$ cat config.mk
export PLATFORM = sky130hd
export DESIGN_NAME = sevenseg_scan
export DESIGN_NICKNAME = d
export VERILOG_FILES = /design/src/rtl/sevenseg_scan.sv
export SDC_FILE = /design/constraint.sdc
export NUM_CORES = 1
export LEC_CHECK = 0
export BUFFER_PORTS_ARGS = -buffer_cell sky130_fd_sc_hd__buf_2
export CAP_MARGIN = 5
export CORE_ASPECT_RATIO = 1.2
export CORE_MARGIN = 8
export CORE_UTILIZATION = 52
export CTS_BUF_LIST = sky130_fd_sc_hd__clkbuf_4 sky130_fd_sc_hd__clkbuf_8 sky130_fd_sc_hd__clkbuf_16
export DETAILED_ROUTE_END_ITERATION = 8
export GPL_TIMING_DRIVEN = 0
export MAX_ROUTING_LAYER = met4
export PLACE_DENSITY_LB_ADDON = 0.3
export SLEW_MARGIN = 20
export SYNTH_ARGS = -nofsm -noshare
export SYNTH_HDL_FRONTEND = slang
export SYNTH_SLANG_ARGS = --single-unit
$ cat constraint.sdc
create_clock -name CLK -period 2.1 [get_ports CLK]
set_clock_uncertainty 0.2 [all_clocks]
set_input_delay 0.315 -clock CLK [delete_from_list [all_inputs] [get_ports CLK]]
set_output_delay 0.315 -clock CLK [all_outputs]
set_load 0.005 [all_outputs]
$ cat src/rtl/sevenseg_scan.sv
// Multiplexed seven-segment scanner for common-anode digits. Features: tear-free
// double-buffered load, leading-zero suppression, PWM dimming and an anode guard time.
module sevenseg_scan #(
  parameter int NUM_DIGITS = 4,
  parameter int DIV        = 65536,
  parameter int GUARD      = 2,
  parameter int BRIGHT_W   = 4
) (
  input  logic                    CLK,
  input  logic                    RST_N,
  input  logic [4*NUM_DIGITS-1:0] DATA,
  input  logic [NUM_DIGITS-1:0]   DP,
  input  logic [NUM_DIGITS-1:0]   BLANK,
  input  logic                    LOAD,
  input  logic                    LZS,
  input  logic [BRIGHT_W-1:0]     BRIGHT,
  output logic [6:0]              COUT,
  output logic                    DPOUT,
  output logic [NUM_DIGITS-1:0]   AOUT,
  output logic                    FRAME
);

  localparam int PW = $clog2(DIV);
  localparam int IW = $clog2(NUM_DIGITS);
  localparam logic [PW-1:0] PRESC_LAST = PW'(DIV - 1);
  localparam logic [PW-1:0] GUARD_CNT  = PW'(GUARD);
  localparam logic [IW-1:0] IDX_LAST   = IW'(NUM_DIGITS - 1);

  typedef struct packed {
    logic [4*NUM_DIGITS-1:0] data;
    logic [NUM_DIGITS-1:0]   dp;
    logic [NUM_DIGITS-1:0]   blank;
  } disp_t;

  logic [PW-1:0]         presc_q, presc_d;
  logic [IW-1:0]         idx_q, idx_d;
  logic [BRIGHT_W-1:0]   pwm_q, pwm_d;
  logic                  pending_q, pending_d;
  disp_t                 stage_q, stage_d;
  disp_t                 active_q, active_d;
  logic [NUM_DIGITS-1:0] aout_q, aout_d;
  logic [6:0]            cout_q, cout_d;
  logic                  dpout_q, dpout_d;
  logic                  wrap_q, wrap_d;
  logic                  frame_q, frame_d;

  logic                  slot_end, frame_wrap;
  logic [NUM_DIGITS-1:0] suppress, dark;
  logic                  chain;
  logic [3:0]            cur_nib;
  logic                  cur_dark, cur_en;

  function automatic logic [6:0] seg7(input logic [3:0] nib);
    case (nib)
      4'h0: seg7 = 7'h40;
      4'h1: seg7 = 7'h79;
      4'h2: seg7 = 7'h24;
      4'h3: seg7 = 7'h30;
      4'h4: seg7 = 7'h19;
      4'h5: seg7 = 7'h12;
      4'h6: seg7 = 7'h02;
      4'h7: seg7 = 7'h78;
      4'h8: seg7 = 7'h00;
      4'h9: seg7 = 7'h18;
      4'hA: seg7 = 7'h08;
      4'hB: seg7 = 7'h03;
      4'hC: seg7 = 7'h27;
      4'hD: seg7 = 7'h21;
      4'hE: seg7 = 7'h06;
      default: seg7 = 7'h0E;
    endcase
  endfunction

  // Scan timing and the staging/active double buffer.
  always_comb begin
    // NOTE: every variable gets a default before any branch so no latch is inferred.
    slot_end   = (presc_q == PRESC_LAST);
    frame_wrap = slot_end && (idx_q == IDX_LAST);
    presc_d    = slot_end ? '0 : presc_q + 1'b1;
    idx_d      = idx_q;
    if (slot_end) idx_d = (idx_q == IDX_LAST) ? '0 : idx_q + 1'b1;
    pwm_d      = pwm_q + 1'b1;

    stage_d    = stage_q;
    active_d   = active_q;
    pending_d  = pending_q;
    // Active swaps only at frame wrap, so a frame never shows mixed data; a load in
    // the wrap cycle itself stays pending for the following frame.
    if (frame_wrap && pending_q) begin
      active_d  = stage_q;
      pending_d = 1'b0;
    end
    if (LOAD) begin
      stage_d   = {DATA, DP, BLANK};
      pending_d = 1'b1;
    end
  end

  // Leading-zero suppression walks down from the most significant digit.
  always_comb begin
    suppress = '0;
    chain    = LZS;
    for (int i = NUM_DIGITS - 1; i >= 1; i--) begin
      chain       = chain && (active_q.data[4*i +: 4] == 4'h0) && !active_q.dp[i];
      suppress[i] = chain;
    end
    dark = active_q.blank | suppress;
  end

  always_comb begin
    cur_nib  = active_q.data[4*idx_q +: 4];
    cur_dark = dark[idx_q];
    cur_en   = (presc_q >= GUARD_CNT) && (pwm_q <= BRIGHT) && !cur_dark;
    aout_d   = '1;
    if (cur_en) aout_d[idx_q] = 1'b0;
    cout_d   = cur_dark ? 7'h7F : seg7(cur_nib);
    dpout_d  = cur_dark | ~active_q.dp[idx_q];
    // Two stages so FRAME lines up with the first registered slot-0 output.
    wrap_d   = frame_wrap;
    frame_d  = wrap_q;
  end

  // NOTE: sequential state uses non-blocking assignments only, so all flops see
  // pre-edge values regardless of statement order.
  always_ff @(posedge CLK or negedge RST_N) begin
    if (!RST_N) begin
      presc_q   <= '0;
      idx_q     <= '0;
      pwm_q     <= '0;
      pending_q <= 1'b0;
      stage_q   <= '0;
      active_q  <= '0;
      aout_q    <= '1;
      cout_q    <= 7'h7F;
      dpout_q   <= 1'b1;
      wrap_q    <= 1'b0;
      frame_q   <= 1'b0;
    end else begin
      presc_q   <= presc_d;
      idx_q     <= idx_d;
      pwm_q     <= pwm_d;
      pending_q <= pending_d;
      stage_q   <= stage_d;
      active_q  <= active_d;
      aout_q    <= aout_d;
      cout_q    <= cout_d;
      dpout_q   <= dpout_d;
      wrap_q    <= wrap_d;
      frame_q   <= frame_d;
    end
  end

  assign AOUT  = aout_q;
  assign COUT  = cout_q;
  assign DPOUT = dpout_q;
  assign FRAME = frame_q;

endmodule

==> results.cfg, run 1 <==
[status]
outcome = complete, but fails checks
failed_checks = setup timing

[yosys]
synthesis.nets = 343
syn_avg_cell_area_sq_um = 13.0
synth_area_sq_um = 3850
ys_warn_count = 0
async_flop_share_pct = 100
ys.flop_type = dfrtp_1
synthCells = 295
synth.distinct_cells = 41
ys_ff_latch = 85
seq_area_frac_synth_pct = 55.7
synth_edf_count = 0

[final_layout]
synthToLayoutAreaGrowth_pct = 31.5
layout_common_cells = 72 x dfrtp_1, 43 x buf_2, 27 x mux2_2, 24 x dlygate4sd3_1, 23 x buf_4
layout_commonest_cell = dfrtp_1
instances_no_fill = 495
diodes = 0
fin_util_pct = 69.9
num-nets-final = 448
drive_gt1_share_pct = 43.5

[place]
dp_hpwl_microns = 5120
port_buffers = 43
dp_cells = 429
post-place-ws_ns = -0.225
gp_congestion = 0.878

[critical_path]
cp_max_fo = 5
cpMostUsedCell = and3_4
crit_path_end_kind = flip-flop
cpPeakStageDelay_ns = 0.37
cp.arrival_ns = 2.17
slowest_stage = dfrtp_1
crit_family = simple AND/OR/NAND/NOR gates
r2r_setup_slack_ns = -0.03
crit_type = flip-flop to flip-flop
crit_path_start_kind = flip-flop
critPathBufInv = 1
worstPathCellList = ha_2, and3_4, nand3_4, nor3_4, and3_4, bufbuf_16, mux2_1
required_ns = 2.14

[floorplan]
io_pins = 45
start_util_pct = 53.2
std_cell_rows = 34
die-width_microns = 94.5
die_h_microns = 110
core_sq_um = 7230
fp.dieArea_sq_um = 10400

[global_routing]
grt_pass1_vias = 2850
grt_usage_pct = 16.2
grt_antenna_before_repair = 0
grt_max_degree = 49
grt_pass1_wl_microns = 13000
grt.overflow.total = 0

[drt]
drt-vias-per-instance = 5.34
wl_microns = 7800
drc = 0
ant_nets = 0
wire_per_inst_microns = 15.8
routed-via-count = 2644
drt_iter0_markers = 60
first_pass_iters = 4

[pwr]
power.density_nw_per_um2 = 584
power_w = 0.00296
ir_drop_mv = 0.503
p_leak_nw = 2.37

[sta]
setup_tns_ns = -0.149
grt_setup_unrepaired = true
relSlewSlack_pct = 60.3
hold_viol_final = 0
period_needed_ns = 2.13
setup_viol = 7
fin_crit_sh_pct = 101
report.final.slew_viol_count = 0
timing.fmax_mhz = 470
setup_slack_ns = -0.0294
tightest_slew_ns = 0.596

[clock_tree]
tritoncts = built
cts-root-buf = clkbuf_8
cts_sinks = 85
cts_max_path_buffers = 2
clkTransAtPathRegs_ns = 0.10
cts_buffers = 9
clk-insertion-delay-late_ns = 0.36
h-tree-depth = 3

[worst_hold_path]
hp-class = input pin to flip-flop

[job]
drv_cap = 0
==> stage by stage <==
stage | hold slack [ns] | area (sq um)
after floorplan | -0.181 | 3880
after global routing | -0.00191 | 5060
final | 0.0129 | 5060
after detailed placement | 0.122 | 4230
after CTS | 0.00594 | 4890
after global placement | 0.134 | 4200
==> registers in the layout, summed over array words and instances (netlist names), 2 cells and up <==
register	cells
active_q	24
stage_q	24
presc_q	16
COUT	7
AOUT	4
pwm_q	4
idx_q	2
==> repair_timing <==
action,CTS,global route
hold endpoints to repair,48,0
setup buffers,17,9
cloned,1,1
hold buffers,24,0
resized for setup,21,22
pin swaps,3,8
setup endpoints to repair,36,35
==> Yosys cell counts (3+ instances only) <==
cell type,number,share of area [%]
xor2_1,10,2.3
mux2_2,29,8.5
and2_1,4,0.65
mux2_1,20,5.9
mux4_2,4,2.3
o211ai_1,6,1.2
mux2i_1,5,1.3
and3_1,3,0.49
nand4_1,11,1.8
o21ai_0,8,1.0
ha_1,16,5.2
buf_2,4,0.52
nand3_1,6,0.78
clkbuf_1,3,0.29
xnor2_1,4,0.91
inv_1,12,1.2
dfstp_2,12,8.2
dfrtp_1,73,47
nor2_1,16,1.6
nor4_1,6,0.98
nand2_1,13,1.3
==> worst reg2reg max path: stages (launching register included) <==
cell,delay (ns)
dfrtp_1,0.37
ha_2,0.19
and3_4,0.20
nand3_4,0.09
nor3_4,0.14
and3_4,0.24
bufbuf_16,0.27
mux2_1,0.31
==> metal layers <==
| layer | GRT usage [%] | up-vias | wire (microns) |
|---|---|---|---|
| met5 | - | - | 0 |
| met4 | 6.48 | 0 | 171 |
| met3 | 4.13 | 16 | 347 |
| met2 | 26.0 | 61 | 3850 |
| met1 | 19.3 | 1312 | 3430 |
| li1 | - | 1255 | - |
==> layout make-up <==
type	instances	area, sq um
well taps	90	113
plain buffers	9	75.1
clock buffers	10	138
clock inverters	6	47.5
multi-input cells	187	1730
inverters	12	45.0
repair buffers	96	762
fillers	515	2170
flip-flops and latches	85	2140
==> power by group <==
group | switching [W] | leakage [nW] | internal (W)
combinational | 0.0000697 | 1.22 | 0.000104
clock | 0.000606 | 0.0811 | 0.000467
sequential | 0.0000255 | 1.06 | 0.00168
==> final timing paths <==
| kind | start | endpoint | cells after the start |
|---|---|---|---|
| min reg2reg | frame_d | FRAME | 0 |
| max | presc_q[0] | active_q[5] | 7 |
| min in group asynchronous | RST_N | presc_q[8] | 2 |
| max in group asynchronous | RST_N | active_q[22] | 3 |
| min | DATA[0] | stage_q[8] | 2 |
| max reg2reg | presc_q[0] | active_q[5] | 7 |
==> cell families after synthesis <==
group                    share of synthesized area [%]
AO/OA/AOI/OAI                                     4.49
adder cells (fa/ha/maj)                           5.20
XOR/XNOR                                          3.19
AND/OR/NAND/NOR                                   10.4
buffers and inverters                             3.06
flip-flops                                        55.7
multiplexers                                      18.0
Note: power is estimated with default switching activity, not from simulation.
==> run 2: changes to the inputs <==
Settings changed: CORE_UTILIZATION 52 to 54, CTS_BUF_LIST sky130_fd_sc_hd__clkbuf_4 sky130_fd_sc_hd__clkbuf_8 sky130_fd_sc_hd__clkbuf_16 to sky130_fd_sc_hd__clkbuf_2.
==> run 2 against run 1 <==
The flow still finishes with violations (setup timing). Via count increased by 2.3%. Clock power decreased by 10%. Wire length increased by 11%. First-iteration DRC count increased by 50%. Global-route usage increased by 1.3 points. Power decreased by 3.2%. Highest routed layer unchanged.
==> results.cfg, run 2 (synthesized netlist as in run 1, its figures left out) <==
[pwr]
combPwrFrac_pct = 6.4
p_leak_nw = 2.38
ir_drop_mv = 0.608
power.density_nw_per_um2 = 564
seqPwrFrac_pct = 60.0
p_switching_w = 0.000667
switching_share_pct = 23.3
clkPwrFrac_pct = 33.6
power_w = 0.00286
internal_power_w = 0.00219

[clock_tree]
tritoncts = built
cts_sinks = 85
cts_buffers = 9
cts-root-buf = clkbuf_2
h-tree-depth = 3
clk-insertion-delay-late_ns = 0.53
cts_max_path_buffers = 2
clkTransAtPathRegs_ns = 0.25

[drt]
drt-vias-per-instance = 5.48
first_pass_iters = 4
routed-via-count = 2706
ant_nets = 0
drt_iter0_markers = 90
wl_microns = 8630
drc = 0
wire_per_inst_microns = 17.5

[sta]
relSlewSlack_pct = 60.3
timing.fmax_mhz = 468
fin_crit_sh_pct = 102
setup_viol = 12
report.final.slew_viol_count = 0
tightest_slew_ns = 0.595
hold_ws_ns = 0.00948
period_needed_ns = 2.14
hold_viol_final = 0
setup_tns_ns = -0.196
setup_slack_ns = -0.0386
grt_setup_unrepaired = true

[worst_hold_path]
hp-class = input pin to async pin

[final_layout]
layout_commonest_cell = dfrtp_1
seq_area_sq_um = 2140
fin_util_pct = 74.0
multi_input_area_sq_um = 1790
layout_common_cells = 72 x dfrtp_1, 42 x buf_2, 27 x buf_4, 26 x dlygate4sd3_1, 25 x mux2_2
reg_top3 = active_q x24, stage_q x24, presc_q x16
drive_gt1_share_pct = 45.2
num-nets-final = 450
fillers = 450
diodes = 0
synthToLayoutAreaGrowth_pct = 31.8

[status]
outcome = complete, but fails checks
failed_checks = setup timing

[place]
dp_hpwl_microns = 5120
post-place-ws_ns = -0.206
port_buffers = 43
gp_congestion = 0.849

[critical_path]
cpMostUsedCell = and3_4
crit_family = simple AND/OR/NAND/NOR gates
slowest_stage = dfrtp_1
r2r-end = active_q[16]
crit_type = flip-flop to flip-flop
crit_path_end_kind = flip-flop
critPathBufInv = 1
worstSetupStartpoint = presc_q[0]
crit_path_start_kind = flip-flop
worstRegToRegCells = 7
required_ns = 2.32
r2r_setup_slack_ns = -0.04
cp.arrival_ns = 2.36
cpPeakStageDelay_ns = 0.41
cp_max_fo = 5
r2r-start = presc_q[0]
worstPathCellList = ha_2, and3_4, nand3_4, nor3_4, and3_4, clkbuf_16, mux2_4

[global_routing]
grt_max_degree = 56
grt.overflow.total = 0
grt_antenna_before_repair = 0
grt_pass1_wl_microns = 13500
grt_usage_pct = 17.5
grt_pass1_vias = 2781

[floorplan]
std_cell_rows = 33
io_pins = 45
fp.dieArea_sq_um = 10100
start_util_pct = 56.1
core_sq_um = 6850
die-width_microns = 93.0
die_h_microns = 108

[job]
drv_cap = 0
[run 2: per-stage QoR]
| step | instance area [sq um] | cells |
|---|---|---|
| 3_5_place_dp | 4230 | 426 |
| 3_3_place_gp | 4200 | 425 |
| 6_report | 5070 | 494 |
| 2_1_floorplan | 3880 | 295 |
| 5_1_grt | 5070 | 494 |
| 4_1_cts | 4850 | 486 |
[run 2: what timing repair did]
action	4_1_cts	5_1_grt
hold endpoints to repair	108	0
cloned	1	1
pin swaps	4	8
endpoints found under the setup margin	38	46
gates resized for setup	20	36
buffers inserted	19	8
hold buffers	26	0
[run 2: worst max-delay path by stage]
stage | to | slack (ns) | cells past startpoint
floorplan | active_q[10] | -0.04 | 8
global placement | active_q[4] | -0.19 | 8
detailed placement | active_q[6] | -0.21 | 8
CTS | active_q[18] | -0.05 | 7
global route | COUT[5] | -0.11 | 6
finish | active_q[16] | -0.04 | 7
[run 2: worst reg2reg max path, delay by kind of cell, from the launching register on]
family	cells	cell delay [ns]
muxes	1	0.30
DFF	1	0.41
and+or+nand+nor	4	0.77
adders and majority gates	1	0.18
buffers and inverters	1	0.18
[run 2: power by group through the flow]
stage | clock [W] | combinational, W | sequential [W]
finish | 0.000962 | 0.000182 | 0.00172
global route | 0.00105 | 0.000202 | 0.00172
CTS | 0.000989 | 0.000180 | 0.00171
detailed placement | 0 | 0.000140 | 0.00174
global placement | 0 | 0.000127 | 0.00174
floorplan | 0 | 0.0000648 | 0.00173
[run 2: metal layers]
layer / vias up / share of wire, % / track usage (%)
li1: 1270 / - / -
met1: 1361 / 41 / 19.3
met2: 58 / 53 / 29.4
met3: 17 / 3.7 / 5.20
met4: 0 / 2.2 / 6.46
met5: - / 0 / -
[run 2: cell type report]
type / count / share of cell area (%)
plain buffers: 8 / 1.33
flip-flops and latches: 85 / 42.3
inverters: 12 / 0.938
well taps: 87 / 2.15
multi-input cells: 187 / 35.4
clock buffers: 9 / 0.888
clock inverters: 7 / 1.92
repair buffers: 99 / 15.1
==> run 3: changes to the inputs <==
Settings changed: RECOVER_POWER set to 50.
==> run 3 against run 2 <==
The flow still finishes with violations (setup timing). Wire length is 0.38% higher. Combinational power is 3% lower. Global-route usage stayed put. Worst setup slack worse by 0.00064 ns. Cell area is 0.44% lower. Power is 0.19% lower. Critical path depth stayed put. Sequential power hardly changed. Via count is 0.26% lower. Clock power hardly changed. Sequential share of layout area is 0.19 points higher. Largest cell class unchanged.
==> results.cfg, run 3 (synthesized netlist as in run 1, its figures left out) <==
[floorplan]
die-width_microns = 93.0
std_cell_rows = 33
die_h_microns = 108
core_sq_um = 6850
io_pins = 45
start_util_pct = 56.1
fp.dieArea_sq_um = 10100

[sta]
timing.fmax_mhz = 467
fin_crit_sh_pct = 102
relSlewSlack_pct = 49.6
period_needed_ns = 2.14
tightest_slew_ns = 0.755
grt_setup_unrepaired = true
setup_slack_ns = -0.0393
hold_viol_final = 0
hold_ws_ns = 0.0854
setup_tns_ns = -0.236
setup_viol = 18
report.final.slew_viol_count = 0

[place]
placed_area_sq_um = 4230
dp_hpwl_microns = 5120
gp_congestion = 0.849
dp_cells = 426
port_buffers = 43

[final_layout]
reg_top3 = active_q x24, stage_q x24, presc_q x16
layout_common_cells = 72 x dfrtp_1, 42 x buf_2, 26 x buf_4, 26 x dlygate4sd3_1, 25 x mux2_2
synthToLayoutAreaGrowth_pct = 31.3
instances_no_fill = 494
final_area_sq_um = 5050
drive_gt1_share_pct = 45.2
diodes = 0
fillers = 453
layout_commonest_cell = dfrtp_1
num-nets-final = 450
fin_util_pct = 73.7

[critical_path]
required_ns = 2.32
crit_family = simple AND/OR/NAND/NOR gates
slowest_stage = dfrtp_1
crit_path_start_kind = flip-flop
worstSetupStartpoint = presc_q[0]
worstPathCellList = ha_2, and3_4, nand3_4, nor3_4, and3_4, clkbuf_16, mux2_4
cp_max_fo = 5
crit_type = flip-flop to flip-flop
critPathBufInv = 1
r2r_setup_slack_ns = -0.04
r2r-end = active_q[16]
cp.arrival_ns = 2.36
r2r-start = presc_q[0]
cpMostUsedCell = and3_4
worstRegToRegCells = 7
crit_path_end_kind = flip-flop
cpPeakStageDelay_ns = 0.41

[worst_hold_path]
whs_endpoint = stage_q[11]
hp-class = input pin to flip-flop
hold_depth = 2
hold_start = LOAD

[drt]
drc = 0
wl_microns = 8670
first_pass_iters = 4
drt_iter0_markers = 97
drt-vias-per-instance = 5.46
routed-via-count = 2699
ant_nets = 0
wire_per_inst_microns = 17.5

[clock_tree]
cts_sinks = 85
cts-root-buf = clkbuf_2
tritoncts = built
h-tree-depth = 3
clk-insertion-delay-late_ns = 0.53
cts_max_path_buffers = 2
cts_buffers = 9
clkTransAtPathRegs_ns = 0.24

[global_routing]
grt_max_degree = 56
grt_pass1_wl_microns = 13500
grt_usage_pct = 17.5
grt_pass1_vias = 2781
grt_antenna_before_repair = 0
grt.overflow.total = 0

[pwr]
power.density_nw_per_um2 = 566
ir_drop_mv = 0.608
p_leak_nw = 2.37

[status]
outcome = complete, but fails checks
failed_checks = setup timing

[job]
drv_cap = 0
==> run 3: cell count changes in the layout (fill, tap and decap cells not counted), sizes merged <==
| cell | change |
|---|---|
| buf | -2 |
| clkbuf | +2 |
==> run 3: cell type report <==
cell class              count  area (sq um)  area share [%]
plain buffers               8          67.6            1.34
clock buffers               9          45.0           0.892
clock inverters             7          97.6            1.93
inverters                  12          47.5           0.942
multi-input cells         187          1790            35.5
flip-flops and latches     85          2140            42.5
well taps                  87           109            2.16
repair buffers             99           746            14.8
==> run 3: per-stage QoR <==
step | worst slack [ns] | power [W]
after floorplan | -0.0412 | 0.00179
final | -0.0393 | 0.00286
after global routing | -0.111 | 0.00297
after CTS | -0.0469 | 0.00288
after detailed placement | -0.206 | 0.00188
after global placement | -0.188 | 0.00187
==> run 3: worst reg2reg max path, delay by kind of cell (launching register included) <==
family	cells	cell delay, ns
adders and majority gates	1	0.18
buffers and inverters	1	0.18
DFF	1	0.41
muxes	1	0.30
and+or+nand+nor	4	0.77
==> run 3: how the worst max path moves through the flow <==
stage	endpoint	cells after the start
floorplan	active_q[10]	8
global placement	active_q[4]	8
detailed placement	active_q[6]	8
CTS	active_q[18]	7
global route	COUT[5]	6
finish	active_q[16]	7
==> run 3: power breakdown <==
group          internal (W)  switching (W)  leakage (nW)
Combinational      0.000102      0.0000749          1.22
Clock              0.000399       0.000563        0.0789
Sequential          0.00169      0.0000292          1.06
Total               0.00219       0.000667          2.37
==> run 3: what timing repair did <==
action                                  in CTS  in global routing
hold buffers                                26                  0
setup buffers                               19                  8
pin swaps                                    4                  8
gates cloned                                 1                  1
resized for setup                           20                 36
endpoints found under the hold margin      108                  0
endpoints found under the setup margin      38                 46
==> run 3: per-layer routing <==
layer	part of all wire [%]	GRT usage (%)	up-vias
met5	0	-	-
met4	2.3	6.46	0
met3	3.7	5.20	18
met2	53	29.4	57
met1	41	19.3	1354
li1	-	-	1270
